**src/rtl/game_controller.sv**
```systemverilog
// Pong-style game sequencer: serve/play/point/game-over FSM with score keeping, frame-gated by vsync.
// Optional auto-serve timer enabled by defining GAME_CONTROLLER_AUTO_SERVE_EN.
module game_controller #(
    parameter int WIN_SCORE         = 9,
    parameter int PAUSE_FRAMES      = 60,
    parameter int AUTO_SERVE_FRAMES = 120
) (
    input  logic       i_clock,
    input  logic       i_reset,
    input  logic       i_vsync_pulse,
    input  logic       i_left_serve_btn,
    input  logic       i_right_serve_btn,
    input  logic       i_left_miss,
    input  logic       i_right_miss,
    output logic       o_ball_in_game,
    output logic       o_left_player_start,
    output logic       o_right_player_start,
    output logic [3:0] o_left_score,
    output logic [3:0] o_right_score,
    output logic       o_game_over,
    output logic       o_winner
);

    // state       | meaning
    // SERVE_LEFT  | ball attached to left paddle, waiting for left press
    // SERVE_RIGHT | ball attached to right paddle, waiting for right press
    // PLAY        | ball free-running, misses scored
    // POINT       | ball held out of play for PAUSE_FRAMES vsyncs
    // GAME_OVER   | winner latched, any press restarts with loser serving
    typedef enum logic [2:0] {
        S_SERVE_LEFT,
        S_SERVE_RIGHT,
        S_PLAY,
        S_POINT,
        S_GAME_OVER
    } state_t;

    localparam int PCW = (PAUSE_FRAMES > 1) ? $clog2(PAUSE_FRAMES) : 1;
    localparam logic [PCW-1:0] PAUSE_LOAD = PCW'(PAUSE_FRAMES - 1);
    localparam logic [3:0] WIN = 4'(WIN_SCORE);

    if (WIN_SCORE < 1 || WIN_SCORE > 15 || PAUSE_FRAMES < 1 || AUTO_SERVE_FRAMES < 1) begin : g_param_check
        $error("game_controller: parameter out of range");
    end

    state_t         state_q, state_d;
    logic [3:0]     left_score_q, left_score_d;
    logic [3:0]     right_score_q, right_score_d;
    logic [PCW-1:0] pause_cnt_q, pause_cnt_d;
    logic           left_btn_q, left_btn_d;
    logic           right_btn_q, right_btn_d;
    logic           winner_q, winner_d;
    logic           server_right_q, server_right_d;
    logic           left_press, right_press;
    logic [3:0]     left_inc, right_inc;

`ifdef GAME_CONTROLLER_AUTO_SERVE_EN
    localparam int ACW = (AUTO_SERVE_FRAMES > 1) ? $clog2(AUTO_SERVE_FRAMES) : 1;
    localparam logic [ACW-1:0] AUTO_LAST = ACW'(AUTO_SERVE_FRAMES - 1);
    logic [ACW-1:0] auto_cnt_q, auto_cnt_d;
    logic           auto_fire;
`endif

    assign left_press  = i_left_serve_btn & ~left_btn_q;
    assign right_press = i_right_serve_btn & ~right_btn_q;
    assign left_inc    = left_score_q + 4'd1;
    assign right_inc   = right_score_q + 4'd1;

`ifdef GAME_CONTROLLER_AUTO_SERVE_EN
    assign auto_fire = (auto_cnt_q == AUTO_LAST);
`endif

    always_comb begin
        state_d        = state_q;
        left_score_d   = left_score_q;
        right_score_d  = right_score_q;
        pause_cnt_d    = pause_cnt_q;
        left_btn_d     = left_btn_q;
        right_btn_d    = right_btn_q;
        winner_d       = winner_q;
        server_right_d = server_right_q;
`ifdef GAME_CONTROLLER_AUTO_SERVE_EN
        auto_cnt_d     = auto_cnt_q;
`endif

        if (i_vsync_pulse) begin
            left_btn_d  = i_left_serve_btn;
            right_btn_d = i_right_serve_btn;

            case (state_q)
                S_SERVE_LEFT: begin
                    if (left_press) begin
                        state_d = S_PLAY;
                    end
`ifdef GAME_CONTROLLER_AUTO_SERVE_EN
                    else if (auto_fire) begin
                        state_d = S_PLAY;
                    end else begin
                        auto_cnt_d = auto_cnt_q + 1'b1;
                    end
`endif
                end

                S_SERVE_RIGHT: begin
                    if (right_press) begin
                        state_d = S_PLAY;
                    end
`ifdef GAME_CONTROLLER_AUTO_SERVE_EN
                    else if (auto_fire) begin
                        state_d = S_PLAY;
                    end else begin
                        auto_cnt_d = auto_cnt_q + 1'b1;
                    end
`endif
                end

                S_PLAY: begin
                    // Left wall wins ties: only the right player scores.
                    if (i_left_miss) begin
                        server_right_d = 1'b0;
                        if (right_score_q < WIN) begin
                            right_score_d = right_inc;
                        end
                        if (right_inc == WIN) begin
                            state_d  = S_GAME_OVER;
                            winner_d = 1'b1;
                        end else begin
                            state_d     = S_POINT;
                            pause_cnt_d = PAUSE_LOAD;
                        end
                    end else if (i_right_miss) begin
                        server_right_d = 1'b1;
                        if (left_score_q < WIN) begin
                            left_score_d = left_inc;
                        end
                        if (left_inc == WIN) begin
                            state_d  = S_GAME_OVER;
                            winner_d = 1'b0;
                        end else begin
                            state_d     = S_POINT;
                            pause_cnt_d = PAUSE_LOAD;
                        end
                    end
                end

                S_POINT: begin
                    if (pause_cnt_q == '0) begin
                        state_d = server_right_q ? S_SERVE_RIGHT : S_SERVE_LEFT;
                    end else begin
                        pause_cnt_d = pause_cnt_q - 1'b1;
                    end
                end

                S_GAME_OVER: begin
                    if (left_press || right_press) begin
                        left_score_d  = 4'd0;
                        right_score_d = 4'd0;
                        state_d       = winner_q ? S_SERVE_LEFT : S_SERVE_RIGHT;
                    end
                end

                default: begin
                    state_d = S_SERVE_LEFT;
                end
            endcase

`ifdef GAME_CONTROLLER_AUTO_SERVE_EN
            // Serve-to-serve never happens, so any state change restarts the serve timer.
            if (state_d != state_q) begin
                auto_cnt_d = '0;
            end
`endif
        end
    end

    always_ff @(posedge i_clock) begin
        if (i_reset) begin
            state_q              <= S_SERVE_LEFT;
            left_score_q         <= 4'd0;
            right_score_q        <= 4'd0;
            pause_cnt_q          <= '0;
            left_btn_q           <= 1'b0;
            right_btn_q          <= 1'b0;
            winner_q             <= 1'b0;
            server_right_q       <= 1'b0;
            o_left_player_start  <= 1'b1;
            o_right_player_start <= 1'b0;
            o_ball_in_game       <= 1'b0;
            o_game_over          <= 1'b0;
`ifdef GAME_CONTROLLER_AUTO_SERVE_EN
            auto_cnt_q           <= '0;
`endif
        end else begin
            state_q              <= state_d;
            left_score_q         <= left_score_d;
            right_score_q        <= right_score_d;
            pause_cnt_q          <= pause_cnt_d;
            left_btn_q           <= left_btn_d;
            right_btn_q          <= right_btn_d;
            winner_q             <= winner_d;
            server_right_q       <= server_right_d;
            o_left_player_start  <= (state_d == S_SERVE_LEFT);
            o_right_player_start <= (state_d == S_SERVE_RIGHT);
            o_ball_in_game       <= (state_d == S_PLAY);
            o_game_over          <= (state_d == S_GAME_OVER);
`ifdef GAME_CONTROLLER_AUTO_SERVE_EN
            auto_cnt_q           <= auto_cnt_d;
`endif
        end
    end

    assign o_left_score  = left_score_q;
    assign o_right_score = right_score_q;
    assign o_winner      = winner_q;

endmodule
```
**config.mk**
```make
export PLATFORM = sky130hd
export DESIGN_NAME = game_controller
export DESIGN_NICKNAME = d
export VERILOG_FILES = /design/src/rtl/game_controller.sv
export SDC_FILE = /design/constraint.sdc
export NUM_CORES = 1
export LEC_CHECK = 0
export CORE_ASPECT_RATIO = 2
export CORE_MARGIN = 2
export CORE_UTILIZATION = 50
export DETAILED_ROUTE_END_ITERATION = 8
export DONT_BUFFER_PORTS = 1
export PLACE_DENSITY_LB_ADDON = 0.2
export SLEW_MARGIN = 20
export SYNTH_ARGS = -nofsm -noshare
export SYNTH_HDL_FRONTEND = slang
export SYNTH_SLANG_ARGS = --single-unit
```
**constraint.sdc**
```tcl
create_clock -name i_clock -period 1.86 [get_ports i_clock]
set_input_delay 0.372 -clock i_clock [delete_from_list [all_inputs] [get_ports i_clock]]
set_output_delay 0.372 -clock i_clock [all_outputs]
set_load 0.005 [all_outputs]
```
==> impl_results.md, run 1 <==
- Status: finished with violations
- Violated checks: setup timing
- Max-cap violations: 0
- FILL cells: 222
- CTS tree: yes
- Tmin final: 1980 ps
- Remaining DRCs: 0
- DRT Pass-1 Iters: 4
- Synth Instances: 172
- Bufs on Longest Clock Path: 2
- Core area: 2770 sq um
- PortBufs: 0
- Async SR Flop Fraction: 0
- Finished Cell Area: 1880 sq um
- Grt ovf: 0
- Syn. warnings: 0
- Total vias in the final route: 1386
- Syn Nets: 185
- Final setup fails: 11
- Simple-gate share of the synthesized area: 0.285
- Total global-route track usage: 0.227
- RSZ-0062 raised after global routing: yes
- Min Hold Slack: 156 ps
- Worst reg2reg path depth: 6
- Initial antenna violation count: 0
- Largest net degree at the start of global routing: 23
- IR Drop Worst-Case VDD: 0.000540 V
- CP Class: flop to flop
- Register Area: 504 sq um
- Most common cell in the netlist: dfxtp_1
- Nets@finish: 219
- Global placer's final weighted congestion: 0.905
- Post-Synth Adder-Cell Area: 0.0509
- FMAX: 504 MHz
- Rel. slew slack: 0.711
- Root Buffer: clkbuf_8
- Via density per instance: 5.92
- Area after DPL: 1730 sq um
- Worst path required time: 2050 ps
- Crit. End Element: flop
- Distinct cells, synth: 50
- Number of buffers created by CTS: 3
- Routed len/inst: 16.1 microns
- Leakage dissipation: 0.000752 uW
- Post-synthesis mux area share: 0.0407
- Synth Register Bits: 25
- Die Span Y: 80.8 microns
- Top cell type's share of synthesized area: 0.340
- I/O Pins: 20
- Vias in the first global route: 1424
- Power Density: 560 nW/um^2
- Post-route ant nets: 0
- Fin. max-slew vios: 0
- Final HPWL from detailed placement: 2740 microns
- Worst hold endpoint: o_right_score[0]$_SDFFE_PP0P_
- Critical path fanouts, max: 5
- Crit start category: flop
- DR iter-0 viols: 33
- CTS sink cnt: 25
- Final worst clock skew: 1.95 ps
- CTS H-tree lvls: 1
- CTS clk-pin slew, worst paths: 90 ps
- Mapped cell area: 1470 sq um
- FF-to-FF setup slack: -120 ps
- Area grow syn2layout: 27.7%
- Die Area: 3420 sq um
- Post-Synth XOR/XNOR Area: 0
- Multi-input logic area: 1000 sq um
- Effective utilization at floorplan: 0.532
- Source of the critical timing path: state_q[2]$_SDFF_PP0_
- Final hold violation count: 0
- Final worst path period share: 1.07
- Width of the die: 42.4 microns
- Worst-Margin Slew: 432 ps
- Final wirelength: 3770 microns
- Ys flop type: dfxtp_1
- Hold Path Class: input port to flop
- Row count: 27
- Hold path depth: 1
- Setup slack after layout: -124 ps
- Avg Cell Area, Syn: 8.57 sq um
- Sequential area share after synthesis: 0.340
- FF-to-FF Start: state_q[2]$_SDFF_PP0_
- Global-route wire length before repair: 6150 microns
- R2r endpoint: o_ball_in_game$_SDFF_PP0_
- Share of layout cells above drive strength 1: 0.346
- Number of flops mapped to enable cells by yosys: 0
- Most frequent cells after synthesis: dfxtp_1 (25), nor2_1 (18), a21oi_1 (17)
- Synth top area cells: dfxtp_1 (34%), a21oi_1 (5.8%), ha_1 (5.1%)
- Synth area leader: dfxtp_1
- Compound-gate portion of the synthesized area: 0.238
- Antenna diodes: 0
- Largest family of logic cells by synthesized area: simple AND/OR/NAND/NOR gates
- Clock latency on the worst-skew pair: 270 ps
- Hold Crit Start: i_reset
- Crit path DAT: 2180 ps
cell type report:
cell class              count  area share
multi-input cells         132       0.533
clock buffers               4      0.0239
repair buffers             34       0.136
inverters                  10      0.0199
flip-flops and latches     25       0.268
well taps                  29      0.0193
layer usage:
| metal | GRT usage | vias up | share of wire |
|---|---|---|---|
| met3 | 0.0111 | 9 | 0.021 |
| li1 | - | 694 | - |
| met5 | 0 | - | 0 |
| met2 | 0.438 | 25 | 0.57 |
| met1 | 0.236 | 658 | 0.39 |
| met4 | 0.125 | 0 | 0.024 |
cells in the final DEF, fill, tap and decap left out, drive strengths merged, types with 2 or more instances in the layout:
cell     n
a21oi   18
o21a     2
mux2i    6
o21ai   12
buf     34
and3     3
nor2    18
and4     2
nand4b   2
nand3b   3
and2     5
nor3b    2
nand2b   5
a311oi   2
o31ai    2
inv     10
nor3     6
nand2   11
ha       6
dfxtp   25
clkbuf   4
a31oi    5
a211oi   4
or2      2
and4b    2
flip-flops by register name, summed over array words and instances (netlist names):
signal / count
pause_cnt_q: 6
o_left_score: 4
o_right_score: 4
state_q: 3
left_btn_q: 1
o_ball_in_game: 1
o_game_over: 1
o_left_player_start: 1
o_right_player_start: 1
o_winner: 1
right_btn_q: 1
server_right_q: 1
repair_timing:
| action | in CTS | in global routing |
|---|---|---|
| gates cloned | 0 | 0 |
| pin swaps | 11 | 5 |
| buffers inserted | 2 | 2 |
| gates resized for setup | 16 | 7 |
| setup endpoints to repair | 18 | 15 |
| hold buffers | 0 | 0 |
metrics by stage:
stage,setup slack [ps],total power [uW],setup TNS (ps),instances,utilization
final,-124,1050,-1010,234,0.679
after floorplan,-83.1,698,-563,172,-
after CTS,-101,1060,-659,232,0.666
after global placement,-147,719,-1510,226,0.623
after global routing,-210,1090,-1920,234,0.679
after detailed placement,-233,724,-2450,226,0.623
how the worst max path moves through the flow:
stage                                       end  slack (ps)  cells after the start
floorplan           pause_cnt_q[4]$_SDFFE_PP0P_         -80                      6
global placement    pause_cnt_q[4]$_SDFFE_PP0P_        -150                      6
detailed placement  pause_cnt_q[1]$_SDFFE_PP0P_        -230                      6
CTS                 pause_cnt_q[1]$_SDFFE_PP0P_        -100                      6
global route          o_ball_in_game$_SDFF_PP0_        -210                      6
finish                o_ball_in_game$_SDFF_PP0_        -120                      6
power by group:
part           internal (uW)  total [uW]  switching (uW)
clock                    153         328             175
sequential               555         569            13.9
combinational           74.1         157            82.8
critical path: stages, from the launching register on:
cell	delay, ps
dfxtp_2	330
or4b_4	520
a311o_1	330
a31oi_4	220
nor3_4	100
a21oi_4	200
nor4b_2	200
cells by family (layout without fill, tap and decap cells):
logic type / after synthesis / in the layout
simple gates: 67 / 67
compound gates: 53 / 53
flops: 25 / 25
buf+inv: 15 / 48
fa+ha+maj: 6 / 6
mux: 6 / 6
(Power assumes the default switching activity.)
==> inputs of run 2 (changes only) <==
- GPL_ROUTABILITY_DRIVEN: default -> 0
==> results of run 2 <==
Final layout, timing and power as in run 1 (identical DEF).
